===== config.mk =====
export PLATFORM = sky130hd
export DESIGN_NAME = pic_lite
export DESIGN_NICKNAME = d
export VERILOG_FILES = /design/src/rtl/pic_lite.sv
export SDC_FILE = /design/constraint.sdc
export NUM_CORES = 1
export LEC_CHECK = 0
export CORE_UTILIZATION = 50
export CTS_CLUSTER_DIAMETER = 30
export DETAILED_ROUTE_END_ITERATION = 7
export PLACE_DENSITY = 0.75
export SYNTH_ARGS = -nofsm -noshare
export SYNTH_HDL_FRONTEND = slang
export SYNTH_SLANG_ARGS = --single-unit

===== constraint.sdc =====
create_clock -name i_clk -period 2.5 [get_ports i_clk]
set_input_delay 0.25 -clock i_clk [delete_from_list [all_inputs] [get_ports i_clk]]
set_output_delay 0.25 -clock i_clk [all_outputs]
set_load 0.01 [all_outputs]

===== src/rtl/pic_lite.sv =====
// rtl/pic_lite.sv - simplified 8259-style programmable interrupt controller
module pic_lite #(
    parameter logic [7:0] VECTOR_BASE = 8'h08
) (
    input  logic       i_clk,
    input  logic       i_rst,
    input  logic [7:0] i_irq,
    output logic       o_intr,
    input  logic       i_inta_n,
    input  logic       i_cs_n,
    input  logic       i_wr_n,
    input  logic       i_rd_n,
    input  logic       i_a0,
    input  logic [7:0] i_din,
    output logic [7:0] o_dout,
    output logic       o_dout_oe
);

    typedef enum logic {S_IDLE, S_VEC} state_t;

    state_t     r_state;
    logic [7:0] r_irq_q;
    logic [7:0] r_irr;
    logic [7:0] r_isr;
    logic [7:0] r_imr;
    logic [4:0] r_base;
    logic [2:0] r_vec_q;
    logic       r_wr_q;

    logic [7:0] w_elig;
    logic       w_elig_any;
    logic [2:0] w_win;
    logic [7:0] w_win_oh;
    logic [3:0] w_isr_low;
    logic [7:0] w_edge;
    logic       w_wr;
    logic       w_imr_wr;
    logic       w_init;
    logic       w_eoi;
    logic       w_ack;
    logic [7:0] w_irr_nxt;
    logic [7:0] w_isr_nxt;

    assign w_elig     = r_irr & ~r_imr;
    assign w_elig_any = |w_elig;
    assign w_edge     = i_irq & ~r_irq_q;

    // Lowest-index eligible request wins; lowest in-service bit (8 when none) blocks equal or lower priority
    always_comb begin
        w_win     = 3'd0;
        w_isr_low = 4'd8;
        for (int i = 7; i >= 0; i--) begin
            if (w_elig[i]) w_win = 3'(i);
            if (r_isr[i])  w_isr_low = 4'(i);
        end
    end

    assign w_win_oh = 8'b1 << w_win;
    assign o_intr   = w_elig_any && ({1'b0, w_win} < w_isr_low);

    // A write happens only on the first low cycle of the strobe
    assign w_wr     = ~i_cs_n & ~i_wr_n & r_wr_q;
    assign w_imr_wr = w_wr & i_a0;
    assign w_init   = w_wr & ~i_a0 & i_din[4];
    assign w_eoi    = w_wr & ~i_a0 & (i_din == 8'h20);
    assign w_ack    = (r_state == S_IDLE) & ~i_inta_n & w_elig_any;

    // EOI clears the old lowest in-service bit; ack sets the winner; new edges override the ack clear
    always_comb begin
        w_isr_nxt = w_eoi ? (r_isr & (r_isr - 8'd1)) : r_isr;
        w_irr_nxt = r_irr;
        if (w_ack) begin
            w_isr_nxt = w_isr_nxt | w_win_oh;
            w_irr_nxt = w_irr_nxt & ~w_win_oh;
        end
        w_irr_nxt = w_irr_nxt | w_edge;
    end

    // Request, service, mask and base registers; init write overrides every other update
    always_ff @(posedge i_clk or negedge i_rst) begin
        if (!i_rst) begin
            r_irq_q <= 8'h00;
            r_irr   <= 8'h00;
            r_isr   <= 8'h00;
            r_imr   <= 8'hFF;
            r_base  <= VECTOR_BASE[7:3];
            r_wr_q  <= 1'b1;
        end else begin
            r_irq_q <= i_irq;
            r_wr_q  <= i_wr_n;
            if (w_init) begin
                r_base <= i_din[7:3];
                r_irr  <= 8'h00;
                r_isr  <= 8'h00;
                r_imr  <= 8'h00;
            end else begin
                r_irr <= w_irr_nxt;
                r_isr <= w_isr_nxt;
                if (w_imr_wr) r_imr <= i_din;
            end
        end
    end

    // Acknowledge FSM: freeze the vector on the first low inta_n cycle, hold it until inta_n rises
    always_ff @(posedge i_clk or negedge i_rst) begin
        if (!i_rst) begin
            r_state <= S_IDLE;
            r_vec_q <= 3'd0;
        end else begin
            case (r_state)
                S_IDLE: begin
                    if (!i_inta_n) begin
                        r_vec_q <= w_elig_any ? w_win : 3'd7;
                        r_state <= S_VEC;
                    end
                end
                S_VEC: begin
                    if (i_inta_n) r_state <= S_IDLE;
                end
                default: r_state <= S_IDLE;
            endcase
        end
    end

    // Output mux: acknowledge vector has priority over a register read
    always_comb begin
        o_dout    = 8'h00;
        o_dout_oe = 1'b0;
        if (r_state == S_VEC) begin
            o_dout    = {r_base, r_vec_q};
            o_dout_oe = ~i_inta_n;
        end else if (!i_cs_n && !i_rd_n) begin
            o_dout    = i_a0 ? r_imr : r_irr;
            o_dout_oe = 1'b1;
        end
    end

endmodule


==> flow_summary_export.csv <==
group,metric,value,unit
finish,fin_util,65.3,%
sta,slew_viol_final,0,
placement,port_buffers,32,
placement,dp_hpwl,3510,um
yosys,synth_top_area_share,37.8,%
drt,ant_nets,0,
clock_tree,hold_buffers,0,
grt,grt_pass1_vias,1687,
sta,slew_headroom,38.8,%
power_and_ir_drop,p_per_area,733,nW/um^2
die,fp.dieArea,4510,um^2
drt,num_vias,1773,
sta,max_freq,426,MHz
sta,clock_skew,0.00995,ns
worst_setup_path,critPathMaxFanout,3,
sta,min_period_over_period,93.8,%
worst_setup_path,critPathRequiredTime,2.25,ns
job,max-cap-violations,0,
yosys,yosysSeqAreaShare,50.1,%
grt,grt_overflow,0,
power_and_ir_drop,combPwrFrac,25.6,%
grt,antenna_found_initial,0,
worst_setup_path,cp-end-kind,"primary output",
worst_setup_path,cp_slowest_stage_delay,0.57,ns
yosys,yosys-top-cells-area,"dfrtp_1 38%, dfstp_2 12%, nand2_1 8.3%, mux2i_1 3.8%, a21oi_1 3.3%",
drt,post_drt_via_cell_ratio,5.66,
power_and_ir_drop,peakVddDrop,0.506,mV
clock_tree,htree_levels,2,
power_and_ir_drop,pwr-share-seq,47.2,%
yosys,syn_area_per_cell,9.55,um^2
die,ios,33,
yosys,syn_area,2120,um^2
sta,final-setup-viol-count,0,
sta,finalSetupTns,0,ns
yosys,synth_flop_cell,"dfrtp_1",
die,die_y,67.1,um
clock_tree,cts_root_buffer,"clkbuf_8",
grt,grt_use_met3,6.16,%
yosys,yosysWarnings,0,
min_path,hold_class,"in -> async",
die,row_count,23,
drt,first_iter_violations,108,
grt,grt_first_pass_wirelength,7850,um
clock_tree,max-clock-path-buffers,2,
yosys,yosysTopAreaCell,"dfrtp_1",
power_and_ir_drop,swShare,30.0,%
drt,wl_per_cell,15.1,um
worst_setup_path,worst_ep_arrival_time,2.10,ns
power_and_ir_drop,intPower,1350,uW
clock_tree,clk_latency,0.30,ns
die,die_w,67.1,um
worst_setup_path,worst-path-stages,8,
yosys,syn-num-nets,246,
worst_setup_path,cp_num_buf_inv,2,
finish,fill_cells,344,
drt,wl,4730,um
yosys,async_reset_ff_share,100,%
finish,area_delta_synth_final,24.0,%
grt,use_met2,38.4,%
placement,gp_congestion,0.842,
power_and_ir_drop,pwr-share-clk,27.2,%
worst_setup_path,crit_family,"compound AO/OA/AOI/OAI gates",
clock_tree,cts_tree,"yes",
sta,tightest_slew,0.918,ns
drt,drcViolationCount,0,
worst_setup_path,path_class,"reg -> out",
die,coreArea,4030,um^2
worst_setup_path,ff2ff_path_depth,6,
sta,fin_crit,2.35,ns
yosys,synth_edf_count,0,
finish,n_antenna_cell,0,
grt,use_met1,31.2,%
clock_tree,clkTransAtPathRegs,0.08,ns
die,floorplan.initialDensity,52.6,%
drt,firstDrtPassIters,4,
status,status,"finished, final reports clean",
grt,busiest_layer,"met2",
yosys,ys_seq_elements,42,
worst_setup_path,path_cells,"nor2b_4 > o211ai_1 > a31oi_1 > ha_1 > inv_1 > a41o_1 > a22o_1 > clkbuf_2",
grt,grt_max_degree,43,
worst_setup_path,cp_slowest_cell,"dfstp_2",
yosys,yosysUniqueCellTypes,50,
clock_tree,cts.sinks,42,
finish,nets,286,
power_and_ir_drop,power_switching,578,uW
finish,drive_gt1_share,15.6,%
sta,hold_ws,0.0807,ns
grt,track_usage,24.0,%
yosys,synthCells,222,
sta,rsz0062_at_grt,"false",
sta,hold_viol,0,
clock_tree,numCtsBuffers,5,
clock_tree,cts_setup_buffers,0,
power_and_ir_drop,leakagePower,0.00113,uW
worst_setup_path,worst_setup_path_start_kind,"register",
[final cells by class]
cell class / instances / area [um^2] / share of cell area, %
multi-input cells: 167 / 1000 / 38.2
flip-flops and latches: 42 / 1060 / 40.4
clock inverters: 1 / 30.0 / 1.14
well taps: 50 / 62.6 / 2.38
inverters: 6 / 22.5 / 0.856
repair buffers: 40 / 370 / 14.1
clock buffers: 7 / 76.3 / 2.90
[registers in the layout, indices dropped and copies added, names as in the netlist]
name / count
r_vec_q: 3
r_irr: 8
r_irq_q: 8
r_state: 1
r_imr: 8
r_isr: 8
r_wr_q: 1
r_base: 5
[cell usage after synthesis (all sizes together) (2+ instances only)]
master,number
nor3,2
or3,2
a21oi,15
nand2b,12
mux2i,8
o211ai,2
nor4b,2
o21ai,16
a31o,4
nor4,2
dfrtp,32
nand3,12
clkbuf,4
nand2,47
buf,3
o31ai,3
nor2,12
dfstp,10
and3,2
nor2b,5
nor3b,3
inv,6
[repair_timing]
action,4_1_cts,5_1_grt
cloned,0,0
endpoints found under the setup margin,1,1
hold endpoints to repair,0,0
resized for setup,1,2
pin swaps,1,2
[power groups by stage]
stage / Combinational, uW / Sequential (uW) / Clock (uW)
after detailed placement: 501 / 919 / 0
after global placement: 496 / 917 / 0
final: 493 / 911 / 524
after CTS: 498 / 909 / 536
after floorplan: 320 / 893 / 0
after global routing: 556 / 925 / 560
[cell families (layout without fill, tap and decap cells)]
group	Yosys count	count (layout)	share of synthesized area, %
simple gates	107	107	27.3
compound gates	50	50	15.2
flops	42	42	50.1
buf+inv	13	54	2.48
mux	9	9	4.31
fa+ha+maj	1	1	0.590
[cell usage in the layout, fill, tap and decap left out, types with 2 or more instances in the layout]
cell,count
clkbuf_8,5
nand2b_4,3
buf_4,8
or3_1,2
nand2_1,47
nor2b_1,3
dfrtp_1,32
mux2i_1,8
clkbuf_1,2
o211ai_1,2
nor2_1,11
clkdlybuf4s50_1,30
a31o_1,3
dfstp_2,10
nor3_1,2
inv_1,6
nor3b_1,3
nor2b_4,2
a21oi_1,14
nand3_1,11
o21ai_0,14
nor4_1,2
o31ai_1,3
and3_1,2
nand2b_2,2
nand2b_1,7
[worst reg2reg max path: stages (launching register included)]
cell and delay, ns:
dfstp_2 0.56, nand2b_2 0.13, buf_4 0.13, nand3_2 0.19, a211oi_1 0.33, o211ai_1 0.19
a31o_1 0.24
[through the flow]
step           setup slack, ns  power, uW  instance area (um^2)  cells
5_1_grt                 0.0613       2040                  2630    313
3_3_place_gp             0.160       1410                  2530    305
3_5_place_dp             0.128       1420                  2530    305
4_1_cts                0.00912       1940                  2630    313
2_1_floorplan            0.560       1210                  2120    222
6_report                 0.154       1930                  2630    313
[routing by layer]
layer  vias up  wire [um]
met4         0         68
met5         -          0
met1       864       2220
li1        861          -
met3         8        226
met2        40       2210
[final timing paths]
| check | from | slack, ns | endpoint |
|---|---|---|---|
| worst max-delay path | r_imr[6]$_DFFE_PN1P_ | 0.15 | o_intr |
| worst min-delay path | i_rst | 0.08 | r_irq_q[4]$_DFF_PN0_ |
| worst max register to register | r_imr[0]$_DFFE_PN1P_ | 0.63 | r_irr[5]$_DFF_PN0_ |
| worst min register to register | r_base[0]$_DFFE_PN1P_ | 0.47 | r_base[0]$_DFFE_PN1P_ |
| max in group asynchronous | i_rst | 1.85 | r_isr[2]$_DFF_PN0_ |
| min in group i_clk | i_irq[7] | 0.41 | r_irq_q[7]$_DFF_PN0_ |
(Power assumes the default switching activity.)
